$ cat config.mk
export PLATFORM = sky130hd
export DESIGN_NAME = bs_deserializer_flat
export DESIGN_NICKNAME = d
export VERILOG_FILES = /design/src/rtl/bs_deserializer_if.sv /design/src/rtl/bs_deserializer.sv /design/src/flat_wrapper.sv
export SDC_FILE = /design/constraint.sdc
export NUM_CORES = 1
export LEC_CHECK = 0
export CAP_MARGIN = 20
export CORE_MARGIN = 4
export CORE_UTILIZATION = 30
export CTS_CLUSTER_SIZE = 24
export DETAILED_ROUTE_END_ITERATION = 8
export PLACE_DENSITY = 0.45
export SLEW_MARGIN = 20
export SYNTH_ARGS = -nofsm -noshare
export SYNTH_HDL_FRONTEND = slang
export SYNTH_SLANG_ARGS = --single-unit
$ cat constraint.sdc
create_clock -name clk -period 3.1 [get_ports clk]
set_input_delay 0.93 -clock clk [delete_from_list [all_inputs] [get_ports clk]]
set_output_delay 0.93 -clock clk [all_outputs]
set_load 0.005 [all_outputs]
$ cat src/rtl/bs_deserializer_if.sv
`default_nettype none
// ============================================================================
//  Module   : bs_deserializer_if
//  Brief    : Parallel word output bundle of the bit-serial deserializer
//             (head word, channel tag and valid/ready handshake).
//  Revision : 1.0 - initial release
// ============================================================================
interface bs_deserializer_if #(
  parameter int W = 24
);
  logic [W-1:0] out_data;
  logic         out_ch;
  logic         out_valid;
  logic         out_ready;

  // Producer side: the deserializer drives the word, the consumer drives ready.
  modport master (
    output out_data,
    output out_ch,
    output out_valid,
    input  out_ready
  );

  // Consumer side.
  modport slave (
    input  out_data,
    input  out_ch,
    input  out_valid,
    output out_ready
  );
endinterface
`default_nettype wire

$ cat src/rtl/bs_deserializer.sv
`default_nettype none
// ============================================================================
//  Module   : bs_deserializer
//  Brief    : Receives a bclk/lrclk framed, LSB-first serial sample stream,
//             rebuilds W-bit words tagged with their channel and queues them
//             in a show-ahead FIFO behind a valid/ready interface.
//  Revision : 1.0 - initial release
// ============================================================================
module bs_deserializer #(
  parameter int W     = 24,
  parameter int DEPTH = 4
) (
  input  wire logic                     clk,
  input  wire logic                     rst_n,
  input  wire logic                     bclk,
  input  wire logic                     lrclk,
  input  wire logic                     in,
  output      logic [$clog2(DEPTH):0]   level,
  output      logic                     overflow,
  output      logic                     frame_err,
  input  wire logic                     clr_err,
  bs_deserializer_if.master             m_if
);

  localparam int c_aw = $clog2(DEPTH);
  localparam int c_cw = (W > 1) ? $clog2(W) : 1;
  localparam logic [c_cw-1:0] c_last  = c_cw'(W - 1);
  localparam logic [c_cw-1:0] c_one   = c_cw'(1);
  localparam logic [c_aw:0]   c_depth = (c_aw + 1)'(DEPTH);

  typedef enum logic [1:0] {
    ST_UNSYNC = 2'd0,
    ST_SHIFT  = 2'd1,
    ST_DONE   = 2'd2
  } state_t;

  // Receiver state
  logic            r_bclk_q;
  logic            r_lr_q;
  state_t          r_state;
  logic [c_cw-1:0] r_cnt;
  logic [W-1:0]    r_word;

  // Receiver next-state / events
  state_t          w_state_nxt;
  logic [c_cw-1:0] w_cnt_nxt;
  logic [W-1:0]    w_word_nxt;
  logic            w_rise;
  logic            w_start;
  logic            w_push;
  logic            w_ferr_set;

  // FIFO state
  logic [W:0]      r_mem [DEPTH];
  logic [c_aw-1:0] r_wr_ptr;
  logic [c_aw-1:0] r_rd_ptr;
  logic [c_aw:0]   r_count;

  logic            w_valid;
  logic            w_full;
  logic            w_pop;
  logic            w_wr_en;
  logic            w_ovf_set;
  logic [W:0]      w_head;

  assign w_rise  = bclk & ~r_bclk_q;
  assign w_start = (lrclk != r_lr_q);

  // Edge detect of bclk and lrclk level remembered at each bclk rise.
  always_ff @(posedge clk or negedge rst_n) begin
    if (!rst_n) begin
      r_bclk_q <= 1'b0;
      r_lr_q   <= 1'b0;
    end else begin
      r_bclk_q <= bclk;
      if (w_rise) begin
        r_lr_q <= lrclk;
      end
    end
  end

  // Receiver state register.
  always_ff @(posedge clk or negedge rst_n) begin
    if (!rst_n) begin
      r_state <= ST_UNSYNC;
      r_cnt   <= '0;
      r_word  <= '0;
    end else begin
      r_state <= w_state_nxt;
      r_cnt   <= w_cnt_nxt;
      r_word  <= w_word_nxt;
    end
  end

  // Slot framing: a slot start always begins a fresh word at bit 0; a start
  // that interrupts an unfinished word discards it and flags a framing error.
  always_comb begin
    w_state_nxt = r_state;
    w_cnt_nxt   = r_cnt;
    w_word_nxt  = r_word;
    w_push      = 1'b0;
    w_ferr_set  = 1'b0;
    if (w_rise) begin
      if (w_start) begin
        w_ferr_set    = (r_state == ST_SHIFT);
        w_word_nxt    = '0;
        w_word_nxt[0] = in;
        w_cnt_nxt     = c_one;
        if (W == 1) begin
          w_push      = 1'b1;
          w_state_nxt = ST_DONE;
        end else begin
          w_state_nxt = ST_SHIFT;
        end
      end else if (r_state == ST_SHIFT) begin
        w_word_nxt[r_cnt] = in;
        if (r_cnt == c_last) begin
          w_push      = 1'b1;
          w_state_nxt = ST_DONE;
        end else begin
          w_cnt_nxt = r_cnt + c_one;
        end
      end
    end
  end

  assign w_valid   = (r_count != '0);
  assign w_full    = (r_count == c_depth);
  assign w_pop     = w_valid & m_if.out_ready;
  // When full, a simultaneous pop frees the head slot, which is exactly
  // where the write pointer sits, so the new word lands at the tail.
  assign w_wr_en   = w_push & (~w_full | w_pop);
  assign w_ovf_set = w_push & w_full & ~w_pop;

  // FIFO storage; contents need no reset because out_valid qualifies them.
  always_ff @(posedge clk) begin
    if (w_wr_en) begin
      r_mem[r_wr_ptr] <= {lrclk, w_word_nxt};
    end
  end

  // FIFO pointers and occupancy.
  always_ff @(posedge clk or negedge rst_n) begin
    if (!rst_n) begin
      r_wr_ptr <= '0;
      r_rd_ptr <= '0;
      r_count  <= '0;
    end else begin
      if (w_wr_en) begin
        r_wr_ptr <= r_wr_ptr + 1'b1;
      end
      if (w_pop) begin
        r_rd_ptr <= r_rd_ptr + 1'b1;
      end
      if (w_wr_en && !w_pop) begin
        r_count <= r_count + 1'b1;
      end else if (!w_wr_en && w_pop) begin
        r_count <= r_count - 1'b1;
      end
    end
  end

  // Sticky error flags; a new error event wins over a clear request.
  always_ff @(posedge clk or negedge rst_n) begin
    if (!rst_n) begin
      overflow  <= 1'b0;
      frame_err <= 1'b0;
    end else begin
      if (w_ovf_set) begin
        overflow <= 1'b1;
      end else if (clr_err) begin
        overflow <= 1'b0;
      end
      if (w_ferr_set) begin
        frame_err <= 1'b1;
      end else if (clr_err) begin
        frame_err <= 1'b0;
      end
    end
  end

  // Head word is forced to zero while empty so outputs are clean after reset.
  assign w_head         = w_valid ? r_mem[r_rd_ptr] : '0;
  assign m_if.out_data  = w_head[W-1:0];
  assign m_if.out_ch    = w_head[W];
  assign m_if.out_valid = w_valid;
  assign level          = r_count;

endmodule
`default_nettype wire
$ cat src/flat_wrapper.sv
// flat-port wrapper written by rule: the top's interface ports become plain ports
module bs_deserializer_flat 
#(
  parameter int W     = 24,
  parameter int DEPTH = 4
)
  (clk, rst_n, bclk, lrclk, in, level, overflow, frame_err, clr_err, m_if_out_data, m_if_out_ch, m_if_out_valid, m_if_out_ready);
  bs_deserializer_if #(.W(W)) m_if_i ();
  input  wire logic clk;
  input  wire logic rst_n;
  input  wire logic bclk;
  input  wire logic lrclk;
  input  wire logic in;
  output      logic [$clog2(DEPTH):0] level;
  output      logic overflow;
  output      logic frame_err;
  input  wire logic clr_err;
  output wire logic [$bits(m_if_i.out_data)-1:0] m_if_out_data;
  output wire logic [$bits(m_if_i.out_ch)-1:0] m_if_out_ch;
  output wire logic [$bits(m_if_i.out_valid)-1:0] m_if_out_valid;
  input wire logic [$bits(m_if_i.out_ready)-1:0] m_if_out_ready;
  assign m_if_out_data = m_if_i.out_data;
  assign m_if_out_ch = m_if_i.out_ch;
  assign m_if_out_valid = m_if_i.out_valid;
  assign m_if_i.out_ready = m_if_out_ready;
  bs_deserializer #(.W(W), .DEPTH(DEPTH)) u_core (.clk(clk), .rst_n(rst_n), .bclk(bclk), .lrclk(lrclk), .in(in), .level(level), .overflow(overflow), .frame_err(frame_err), .clr_err(clr_err), .m_if(m_if_i));
endmodule
==> qor_table.md, run 1 <==
| Item | Value |
|:---|:---|
| Status | finished, final reports clean |
| Net count, final | 489 |
| DIE HEIGHT | 151 um |
| Synth top area share | 48.7% |
| Sink count of the clock tree | 142 |
| Worst clock skew | 0.00785 ns |
| Dominant cells by area after synthesis | sky130_fd_sc_hd__edfxtp_1 49%, sky130_fd_sc_hd__dfrtp_1 17%, sky130_fd_sc_hd__mux4_2 9.1%, sky130_fd_sc_hd__o2111ai_1 3.1%, sky130_fd_sc_hd__and2_1 2.9% |
| Total of flip-flops plus latches after synthesis | 142 |
| EDFF count, synth | 100 |
| Root Buffer Master | sky130_fd_sc_hd__clkbuf_16 |
| Internal power summed over all cells | 4430 uW |
| Number of rows created at floorplan | 52 |
| Internal reg-to-reg setup slack | 0.65 ns |
| Wire length per cell after detailed routing | 18.2 um |
| Total congestion overflow after global routing | 0 |
| Number of non-filler instances in the completed layout | 755 |
| Starting density of the core | 30.5% |
| Reg-to-reg startpoint | u_core.r_cnt[1] |
| Fraction of registers with async set/reset | 29.6% |
| Total clock buffers created by CTS | 17 |
| Setup crit start kind | flop |
| Max-slew violation count | 0 |
| Area added between synthesis and finish | 25.4% |
| Commonest register cell after synthesis | sky130_fd_sc_hd__edfxtp_1 |
| CTS tree | yes |
| Setup slack at placement | -0.00184 ns |
| Maximum clock insertion buffer count | 2 |
| Number of hold-slack violations in the final timing report | 0 |
| Relative contribution of combinational cells to total power | 29.8% |
| Worst hold slack across all endpoints | 0.476 ns |
| Headroom to the max-slew limit | 63.1% |
| # port buffers | 37 |
| Vias/cell | 4.86 |
| Fin worst setup slack | 0.0712 ns |
| CTS H-Tree Depth | 4 |
| Type of element capturing the critical path | output port |
| NetSw | 1650 uW |
| Global-route usage over all layers | 12.9% |
| Arrival time of data at the critical path endpoint | 2.10 ns |
| Post-Route WL | 13.8 mm |
| Max rail drop VDD | 0.000382 V |
| Wire length of the first global-routing pass | 21.9 mm |
| Leakage | 0.00279 uW |
| CTS hold repair buffers | 0 |
| Tightest Pin Transition | 0.551 ns |
| Part of the Yosys area used for sequential elements | 65.7% |
| Placed cell count | 710 |
| Fraction of power spent switching nets | 27.2% |
| Clock transition at the registers of the reported paths | 0.06 ns |
| Achievable Freq | 0.330 GHz |
| Fraction of layout instances using a drive strength above 1 | 21.9% |
| Worst EP required | 2.17 ns |
| Depth of the worst register-to-register path | 9 |
| Number of endpoints failing setup at the final stage | 0 |
| Post-DP HPWL | 8.52 mm |
| Placer Congestion | 0.795 |
| Full die area | 0.0229 mm2 |
| Total vias in the final route | 3670 |
| Share of power burned in the clock network | 33.6% |
| Core Region | 0.0202 mm2 |
| Width of the die | 151 um |
| R2R Path End | u_core.level[2] |
| Per-instance average area after synthesis | 15.3 um2 |
| Largest net degree at the start of global routing | 29 |
| Antenna violations before repair | 0 |
| Final Total Pwr | 6080 uW |
| Type of the most critical hold path | input pin to async pin |
| Cell variety after synth | 51 |
| Crit-path max FO | 12 |
| Minimum clock period | 3.03 ns |
| Critical path class | flop to output port |
| Number of top-level pins | 38 |
| Total power divided by cell area | 786 mW/mm2 |
| Relative contribution of sequential cells to total power | 36.7% |
| Post-route cell area | 0.00773 mm2 |
| Summed instance area of the synthesized netlist | 0.00617 mm2 |
| Total number of yosys warnings | 0 |
| Insertion delay to the later sink of the worst-skew pair | 0.42 ns |
| Count of mapped cells out of synthesis | 402 |
| First DRT Iteration DRCs | 312 |
| Vias in the first global route | 3877 |
| N_diodes | 0 |
| Period Utilization, post-route | 97.7% |
| Max-cap check violation count | 0 |
| Remaining antenna violation count | 0 |
| Drt drc | 0 |
| Dpl cell area | 0.00702 mm2 |
| Net count after synthesis | 419 |
| Cell type with the largest total area after synthesis | sky130_fd_sc_hd__edfxtp_1 |
| Pre-Repair DR Iteration Count | 4 |
how the worst max path moves through the flow:
| stage | cells after the start | slack [ns] | to | start |
|---|---|---|---|---|
| 5_1_grt | 4 | -0.003 | m_if_out_data[10] | u_core.r_rd_ptr[0] |
| 3_5_place_dp | 9 | -0.002 | u_core.level[2] | bclk |
| 3_3_place_gp | 9 | 0.05 | u_core.level[2] | bclk |
| 4_1_cts | 4 | 0.004 | m_if_out_data[0] | u_core.r_rd_ptr[0] |
| 6_report | 4 | 0.07 | m_if_out_data[11] | u_core.r_rd_ptr[0] |
| 2_1_floorplan | 8 | 0.47 | u_core.level[2] | bclk |
through the flow:
stage               utilization, %  setup TNS [ns]
finish                        38.2               0
global route                  38.2        -0.00528
floorplan                        -               0
detailed placement            34.7        -0.00184
CTS                           37.7               0
global placement              34.7               0
placed cells by master, fill, tap and decap left out, types with 2 or more instances in the layout:
| master | instances |
|---|---|
| sky130_fd_sc_hd__inv_1 | 8 |
| sky130_fd_sc_hd__edfxtp_1 | 100 |
| sky130_fd_sc_hd__o2111ai_1 | 22 |
| sky130_fd_sc_hd__o22ai_1 | 2 |
| sky130_fd_sc_hd__dlygate4sd2_1 | 13 |
| sky130_fd_sc_hd__ha_1 | 9 |
| sky130_fd_sc_hd__nor2_1 | 3 |
| sky130_fd_sc_hd__xnor2_1 | 4 |
| sky130_fd_sc_hd__buf_4 | 33 |
| sky130_fd_sc_hd__dfrtp_1 | 41 |
| sky130_fd_sc_hd__nor3b_1 | 3 |
| sky130_fd_sc_hd__nand3_1 | 4 |
| sky130_fd_sc_hd__mux2_2 | 2 |
| sky130_fd_sc_hd__clkbuf_16 | 17 |
| sky130_fd_sc_hd__and3b_1 | 6 |
| sky130_fd_sc_hd__nand2b_1 | 2 |
| sky130_fd_sc_hd__nand2_1 | 48 |
| sky130_fd_sc_hd__bufinv_16 | 3 |
| sky130_fd_sc_hd__clkdlybuf4s50_1 | 17 |
| sky130_fd_sc_hd__o211ai_1 | 22 |
| sky130_fd_sc_hd__mux4_2 | 25 |
| sky130_fd_sc_hd__dlymetal6s2s_1 | 6 |
| sky130_fd_sc_hd__buf_12 | 6 |
| sky130_fd_sc_hd__or3b_2 | 3 |
| sky130_fd_sc_hd__clkinv_1 | 2 |
| sky130_fd_sc_hd__clkinv_4 | 4 |
| sky130_fd_sc_hd__nand4_1 | 2 |
| sky130_fd_sc_hd__clkinvlp_4 | 3 |
| sky130_fd_sc_hd__and2_1 | 29 |
| sky130_fd_sc_hd__a21oi_1 | 4 |
| sky130_fd_sc_hd__xor2_1 | 3 |
| sky130_fd_sc_hd__o21ai_0 | 2 |
| sky130_fd_sc_hd__or3_1 | 3 |
| sky130_fd_sc_hd__nand3b_1 | 6 |
registers in the layout, summed over array words and instances, names as in the netlist:
name	count
u_core.level	3
u_core.r_cnt	5
u_core.r_wr_ptr	2
u_core.r_word	24
u_core.r_bclk_q	1
u_core.overflow	1
u_core.r_lr_q	1
u_core.r_mem	100
u_core.r_state	2
u_core.frame_err	1
u_core.r_rd_ptr	2
metal layers:
layer	wire, um	vias to the layer above	global-route usage [%]
met3	453	12	3.44
met4	187	0	4.53
met1	6490	1873	17.2
met5	0	-	0
li1	-	1715	-
met2	6630	70	20.3
critical path, cell delays in order (launching register included):
cell	delay (ns)
sky130_fd_sc_hd__dfrtp_2	0.41
sky130_fd_sc_hd__buf_12	0.17
sky130_fd_sc_hd__mux4_2	0.49
sky130_fd_sc_hd__and2_1	0.16
sky130_fd_sc_hd__clkdlybuf4s50_1	0.44
layout make-up:
cell class	instances	area [um2]
repair buffers	77	743
multi-input cells	226	1970
fillers	1913	12500
clock inverters	14	169
inverters	8	30.0
well taps	270	338
flip-flops and latches	142	4060
clock buffers	18	429
cells in the mapped netlist (2+ instances only):
master,number
sky130_fd_sc_hd__mux4_2,25
sky130_fd_sc_hd__dfrtp_1,42
sky130_fd_sc_hd__buf_2,5
sky130_fd_sc_hd__nand2_1,48
sky130_fd_sc_hd__nor3b_1,3
sky130_fd_sc_hd__o21ai_0,2
sky130_fd_sc_hd__ha_1,9
sky130_fd_sc_hd__mux2_2,2
sky130_fd_sc_hd__a21oi_1,4
sky130_fd_sc_hd__clkbuf_1,16
sky130_fd_sc_hd__o2111ai_1,22
sky130_fd_sc_hd__inv_1,8
sky130_fd_sc_hd__nand3_1,4
sky130_fd_sc_hd__o211ai_1,22
sky130_fd_sc_hd__and3b_1,6
sky130_fd_sc_hd__xnor2_1,4
sky130_fd_sc_hd__o22ai_1,2
sky130_fd_sc_hd__buf_1,2
sky130_fd_sc_hd__xor2_1,3
sky130_fd_sc_hd__nand4_1,2
sky130_fd_sc_hd__buf_4,2
sky130_fd_sc_hd__nand3b_1,6
sky130_fd_sc_hd__or3_1,3
sky130_fd_sc_hd__nand2b_1,2
sky130_fd_sc_hd__or3b_2,3
sky130_fd_sc_hd__nor2_1,3
sky130_fd_sc_hd__and2_1,29
sky130_fd_sc_hd__edfxtp_1,100
repair_timing:
action / in CTS / in global routing
endpoints found under the setup margin: 12 / 12
hold endpoints to repair: 0 / 0
cloned: 0 / 0
gates resized for setup: 16 / 7
buffers inserted: 0 / 13
cells by family (layout without fill, tap and decap cells):
family,count (synthesis),in the layout,share of synthesized area (%)
fa+ha+maj,10,10,2.15
flops,142,142,65.7
buf+inv,34,117,2.31
compound gates,59,59,7.39
xor+xnor,8,8,1.26
simple gates,120,120,11.3
mux,29,29,9.84
power groups by stage:
| stage | registers, uW | clock network, uW | logic (uW) |
|---|---|---|---|
| floorplan | 2230 | 0 | 983 |
| global placement | 2260 | 0 | 1810 |
| detailed placement | 2260 | 0 | 1810 |
| CTS | 2230 | 2100 | 1760 |
| global route | 2240 | 2200 | 2000 |
| finish | 2230 | 2040 | 1810 |
(Power assumes the default switching activity.)
==> run 2: changes to the inputs <==
--- a/config.mk
+++ b/config.mk
@@ -11,7 +11,6 @@
 export CTS_CLUSTER_SIZE = 24
 export DETAILED_ROUTE_END_ITERATION = 8
 export PLACE_DENSITY = 0.45
-export SLEW_MARGIN = 20
 export SYNTH_ARGS = -nofsm -noshare
 export SYNTH_HDL_FRONTEND = slang
 export SYNTH_SLANG_ARGS = --single-unit
==> results of run 2 <==
Final layout, timing and power as in run 1 (identical DEF).
==> run 3: changes to the inputs <==
--- a/config.mk
+++ b/config.mk
@@ -10,7 +10,9 @@
 export CORE_UTILIZATION = 30
 export CTS_CLUSTER_SIZE = 24
 export DETAILED_ROUTE_END_ITERATION = 8
-export PLACE_DENSITY = 0.45
+export GPL_ROUTABILITY_DRIVEN = 0
+export MAX_ROUTING_LAYER = met4
+export PLACE_DENSITY = 0.47
 export SYNTH_ARGS = -nofsm -noshare
 export SYNTH_HDL_FRONTEND = slang
 export SYNTH_SLANG_ARGS = --single-unit
==> constraint.sdc (replaced) <==
create_clock -name clk -period 2.6 [get_ports clk]
set_input_delay 0.78 -clock clk [delete_from_list [all_inputs] [get_ports clk]]
set_output_delay 0.78 -clock clk [all_outputs]
set_load 0.005 [all_outputs]
==> qor_table.md, run 3 (synthesized netlist as in run 1, its figures left out) <==
| Item | Value | vs previous |
|:---|:---|:---|
| Starting density of the core | 30.5% | unchanged |
| Fin worst setup slack | -0.106 ns | -0.177 ns |
| Status | finished, violations left |  |
| Vias/cell | 4.81 | -0.95% |
| Top reg by flops | u_core.r_mem |  |
| Total power divided by cell area | 960 mW/mm2 | +22% |
| Headroom to the max-slew limit | 68.2% | +5.0 points |
| Most used cells in the layout excluding fill and tap cells | 100 x sky130_fd_sc_hd__edfxtp_1, 48 x sky130_fd_sc_hd__nand2_1, 41 x sky130_fd_sc_hd__dfrtp_1 |  |
| Full die area | 0.0229 mm2 | unchanged |
| Area taken by multi-input logic gates | 0.00203 mm2 | +3.1% |
| Total congestion overflow after global routing | 0 | unchanged |
| Tightest Pin Transition | 0.474 ns | -0.0765 ns |
| Worst Setup EP | m_if_out_data[17] |  |
| Max-slew violation count | 0 | unchanged |
| # port buffers | 37 | unchanged |
| R2R Path End | u_core.level[2] |  |
| Insertion delay to the later sink of the worst-skew pair | 0.42 ns | about the same |
| Antenna violations before repair | 0 | unchanged |
| Global-route usage over all layers | 14.3% | +1.4 points |
| Setup slack at placement | -0.352 ns | -0.350 ns |
| NetSw | 2190 uW | +33% |
| Core Region | 0.0202 mm2 | unchanged |
| Arrival time of data at the critical path endpoint | 1.93 ns | -0.17 ns |
| Internal power summed over all cells | 5610 uW | +27% |
| Type of the most critical hold path | input pin to async pin |  |
| Net count, final | 517 | +5.7% |
| Largest net degree at the start of global routing | 28 | -3.4% |
| Pre-Repair DR Iteration Count | 4 | unchanged |
| Unrepaired setup endpoints after global routing | true |  |
| CTS hold repair buffers | 0 | unchanged |
| Reg-to-reg startpoint | u_core.r_cnt[1] |  |
| Maximum clock insertion buffer count | 2 | unchanged |
| Number of rows created at floorplan | 52 | unchanged |
| Relative contribution of combinational cells to total power | 37.2% | +7.4 points |
| Worst EP required | 1.82 ns | -0.35 ns |
| Share of power burned in the clock network | 29.3% | -4.3 points |
| Max-cap check violation count | 0 | unchanged |
| Width of the die | 151 um | unchanged |
| Max rail drop VDD | 0.000507 V | +33% |
| Leakage | 0.00299 uW | +7.3% |
| Worst clock skew | 0.00698 ns | -0.000873 ns |
| Sink count of the clock tree | 142 | unchanged |
| Drt drc | 0 | unchanged |
| Final Total Pwr | 7800 uW | +28% |
| Area added between synthesis and finish | 31.9% |  |
| Wire length of the first global-routing pass | 23.3 mm | +6.3% |
| Largest regs | u_core.r_mem x100, u_core.r_word x24, u_core.r_cnt x5 |  |
| Post-route setup TNS | -1.32 ns | -1.32 ns |
| Fraction of layout instances using a drive strength above 1 | 34.7% | +13 points |
| Internal reg-to-reg setup slack | 0.27 ns | -0.38 ns |
| Critical path class | flop to output port |  |
| Relative contribution of sequential cells to total power | 33.5% | -3.2 points |
| Number of top-level pins | 38 | unchanged |
| Fraction of power spent switching nets | 28.1% | +0.90 points |
| Vias in the first global route | 4036 | +4.1% |
| Number of hold-slack violations in the final timing report | 0 | unchanged |
| Total clock buffers created by CTS | 17 | unchanged |
| Clock transition at the registers of the reported paths | 0.06 ns | about the same |
| First DRT Iteration DRCs | 218 | -30% |
| Failing checks | setup timing |  |
| Sequential cell area | 0.00406 mm2 | unchanged |
| Post-DP HPWL | 8.93 mm | +4.8% |
| DIE HEIGHT | 151 um | unchanged |
| Layout filler cell count | 1862 | -2.7% |
| Layer with the highest usage | met2 |  |
| Minimum clock period | 2.71 ns |  |
| Setup crit start kind | flop |  |
| CTS tree | yes |  |
| Flip-flop count of the largest register, all copies and words added | 100 | unchanged |
| Period Utilization, post-route | 104% |  |
| Achievable Freq | 0.370 GHz |  |
| Met1 capacity usage during global routing | 18.7% | +1.6 points |
| Number of endpoints failing setup at the final stage | 17 | +17 |
| Crit-path max FO | 5 | -7 |
| Depth of the worst register-to-register path | 9 | unchanged |
| Remaining antenna violation count | 0 | unchanged |
| Critical Path Start | u_core.r_rd_ptr[0] |  |
| Type of element capturing the critical path | output port |  |
| Post-Route WL | 14.6 mm | +6.5% |
| Root Buffer Master | sky130_fd_sc_hd__clkbuf_16 |  |
| Wire length per cell after detailed routing | 18.7 um | +2.7% |
| N_diodes | 0 | unchanged |
| Global routing met2 resource utilization | 21.8% | +1.5 points |
| Most common cell after layout, fill and taps aside | sky130_fd_sc_hd__edfxtp_1 |  |
| CTS H-Tree Depth | 4 | unchanged |
| GR Layer Usage met3 | 3.35% | -0.090 points |
| Total vias in the final route | 3770 | +2.7% |
## run 3: worst min-delay path by stage
stage                           from                end  slack (ns)  cells after the start
detailed placement   u_core.overflow    u_core.overflow        0.53                      2
global placement    u_core.frame_err   u_core.frame_err        0.53                      2
finish                         rst_n  u_core.r_word[15]        0.32                      2
CTS                            rst_n  u_core.r_word[12]        0.33                      2
floorplan                      rst_n   u_core.frame_err        0.48                      0
global route                   rst_n  u_core.r_word[12]        0.33                      2
## run 3: worst max-delay path, stage by stage (launching register included)
cell and delay [ns]:
sky130_fd_sc_hd__dfrtp_2 0.37, sky130_fd_sc_hd__buf_6 0.14, sky130_fd_sc_hd__buf_12 0.13, sky130_fd_sc_hd__buf_6 0.11, sky130_fd_sc_hd__mux4_2 0.49, sky130_fd_sc_hd__and2_1 0.15, sky130_fd_sc_hd__buf_2 0.12
## run 3: final cells by class
class / count / share of cell area, %
Sequential cell: 142 / 49.9
Clock buffer: 18 / 5.28
Multi-Input combinational cell: 226 / 25.0
Timing Repair Buffer: 105 / 13.7
Clock inverter: 14 / 1.63
Inverter: 8 / 0.369
Tap cell: 270 / 4.15
## run 3: power by group through the flow
stage	registers (uW)	clock network, uW	logic [uW]
global route	2630	2470	3150
finish	2610	2290	2900
floorplan	2660	0	1170
detailed placement	2660	0	2310
CTS	2610	2350	2900
global placement	2660	0	2300
## run 3: repair_timing
action                     4_1_cts  5_1_grt
cloned                           2        0
resized for setup              143       16
setup endpoints to repair       26       26
setup buffers                   18        3
pin swaps                       25        6
## run 3: routing by layer
layer / up-vias / routed length [um]
met4: 0 / 301
met1: 1912 / 6630
met3: 17 / 495
met5: - / 0
met2: 80 / 7220
li1: 1761 / -
## run 3: per-stage QoR
step                      hold WS (ns)  utilization [%]  instances  cell area (um2)
final                            0.325             40.2        783             8130
after global routing             0.328             40.2        783             8130
after CTS                        0.327             39.9        781             8070
after detailed placement         0.527             35.7        729             7230
after global placement           0.527             35.7        729             7230
after floorplan                  0.484                -        402             6170
==> RTL edit: new RTL, settings of run 1 <==
`W` is set to 24 in 3 places; all go to 48.
--- a/src/rtl/bs_deserializer_if.sv
+++ b/src/rtl/bs_deserializer_if.sv
@@ -7,5 +7,5 @@
 // ============================================================================
 interface bs_deserializer_if #(
-  parameter int W = 24
+  parameter int W = 48
 );
   logic [W-1:0] out_data;
--- a/src/rtl/bs_deserializer.sv
+++ b/src/rtl/bs_deserializer.sv
@@ -8,5 +8,5 @@
 // ============================================================================
 module bs_deserializer #(
-  parameter int W     = 24,
+  parameter int W     = 48,
   parameter int DEPTH = 4
 ) (
--- a/src/flat_wrapper.sv
+++ b/src/flat_wrapper.sv
@@ -2,5 +2,5 @@
 module bs_deserializer_flat 
 #(
-  parameter int W     = 24,
+  parameter int W     = 48,
   parameter int DEPTH = 4
 )
Ports: changed (resized m_if_out_data); port bits go from 38 to 62. No check against the original RTL was run, so the function may have changed too.
==> RTL edit against run 1 <==
- setup slack worse by 0.062 ns
- fmax is 2.0% lower
- sequential cell count is 121 higher
- final area is 75% higher
- die area is 67% higher
- wire length is 82% higher
- clock power is 70% higher
- register-to-register slack worse by 0.12 ns
- area after synthesis is 72% higher
- count of clock-buffer cells in the layout is 19 higher
- global-route usage hardly changed
- total power is 27% higher
- critical endpoint is now m_if_out_data[42]
- largest cell class unchanged
==> RTL edit: results (changes against run 1) <==
[cts]
numCtsBuffers=28  ; +11
h-tree-depth=1  ; -3
ctsResizeCount=284  ; +268
postCtsSetupBuffers=31  ; +31
clk_latency_ns=0.53  ; +0.11 ns
clk_path_buf_depth=3  ; +1

[power_and_ir_drop]
leakage_nw=4.79  ; +72%
p_clk_share_pct=44.7  ; +11 points
switching_share_pct=21.9  ; -5.3 points
ir_drop_uv=373  ; -2.2%
p_comb_share_pct=5.4  ; -24 points

[setup_path]
cp_slowest_cell=dfrtp_4
crit_fanout=7  ; -5

[logic_synthesis]
synthMuxAreaShare_pct=11.3  ; +1.5 points
synth-async-reset-ratio_pct=25.5  ; -4.1 points
synth_xor_area_share_pct=0.898  ; -0.36 points
yosys.area_share.adder_pct=0.898  ; -1.3 points
synth_compound_area_share_pct=6.43  ; -0.96 points
syn_nets=621  ; +48%
synthTopCellsByArea=edfxtp_1 (56%), dfrtp_1 (16%), mux4_2 (10%)
seq_area_frac_synth_pct=71.4  ; +5.7 points
synth_edf_count=196  ; +96%
yosys.cell_types.count=42  ; -18%
netlist_top_cells_count=edfxtp_1 (196), dfrtp_1 (67), and2_1 (52), mux4_2 (49), o211ai_1 (43)

[placed_design]
gp_congestion=0.711  ; -11%
dp_hpwl_um=14200  ; +67%
dp.cells=1113  ; +57%
post-place-ws_ns=-0.125  ; -0.123 ns

[grt]
grt_pass1_wl_um=38700  ; +77%
grt_usage_pct=12.9  ; about the same
grt_start_max_net_pins=53  ; +83%
grt_pass1_vias=6315  ; +63%

[layout]
drive_gt1_share_pct=36.1  ; +14 points
layout.cells.non_filler=1200  ; +59%
top_regs=u_core.r_mem (196), u_core.r_word (48), u_core.r_cnt (6)
nNetsFinal=737  ; +51%

[drt]
m1WireLength_um=11500  ; +77%
highest_layer=met4
wl_met2_um=12200  ; +84%
drtIter0Drc=388  ; +24%
wl_per_cell_um=20.8  ; +14%
dr_wl_met3_um=826  ; +82%

[outcome]
status=completed

[sta]
tightest_slew_ns=0.776  ; +0.225 ns
finClkSkew_ns=0.0117  ; +0.00383 ns

[hold_path]
hold_path_class=input port to async pin

## RTL edit: layout make-up
type	instances	area [um^2]
clock buffers	37	796
clock inverters	15	178
fillers	3231	21200
inverters	5	18.8
multi-input cells	295	2920
flip-flops and latches	263	7570
well taps	455	569
repair buffers	130	1490
## RTL edit: path summary, 6_finish.rpt
kind / start / end / slack (ns)
worst max-delay path: u_core.r_rd_ptr[0]$_DFFE_PN0N_ / m_if_out_data[42] / 0.009
worst min-delay path: rst_n / u_core.r_wr_ptr[1]$_DFFE_PN0P_ / 0.43
worst max register to register: u_core.r_cnt[0]$_DFFE_PN0P_ / u_core.level[2]$_DFFE_PN0P_ / 0.53
worst min register to register: u_core.level[2]$_DFFE_PN0P_ / u_core.level[2]$_DFFE_PN0P_ / 0.53
max in group asynchronous: rst_n / u_core.r_cnt[2]$_DFFE_PN0P_ / 1.97
min in group clk: u_core.level[2]$_DFFE_PN0P_ / u_core.level[2]$_DFFE_PN0P_ / 0.53
## RTL edit: metal layers
metal | vias to the layer above | global-route usage [%]
met5 | - | 0
met4 | 0 | 3.13
met2 | 99 | 21.0
met1 | 3045 | 18.1
met3 | 31 | 2.13
li1 | 2616 | -
## RTL edit: worst max-delay path: cells and delay by family, from the launching register on
family / cells / cell delay [ns]
buf+inv: 4 / 0.51
flops: 1 / 0.50
mux: 1 / 0.43
simple gates: 1 / 0.18
## RTL edit: per-stage QoR
| step | setup TNS, ns | total power, W | cell area (um^2) |
|---|---|---|---|
| 2_1_floorplan | 0 | 0.00417 | 10600 |
| 3_3_place_gp | -0.0681 | 0.00435 | 12000 |
| 3_5_place_dp | -1.10 | 0.00436 | 12000 |
| 4_1_cts | -3.18 | 0.00784 | 13500 |
| 5_1_grt | -0.818 | 0.00806 | 13500 |
| 6_report | 0 | 0.00775 | 13500 |
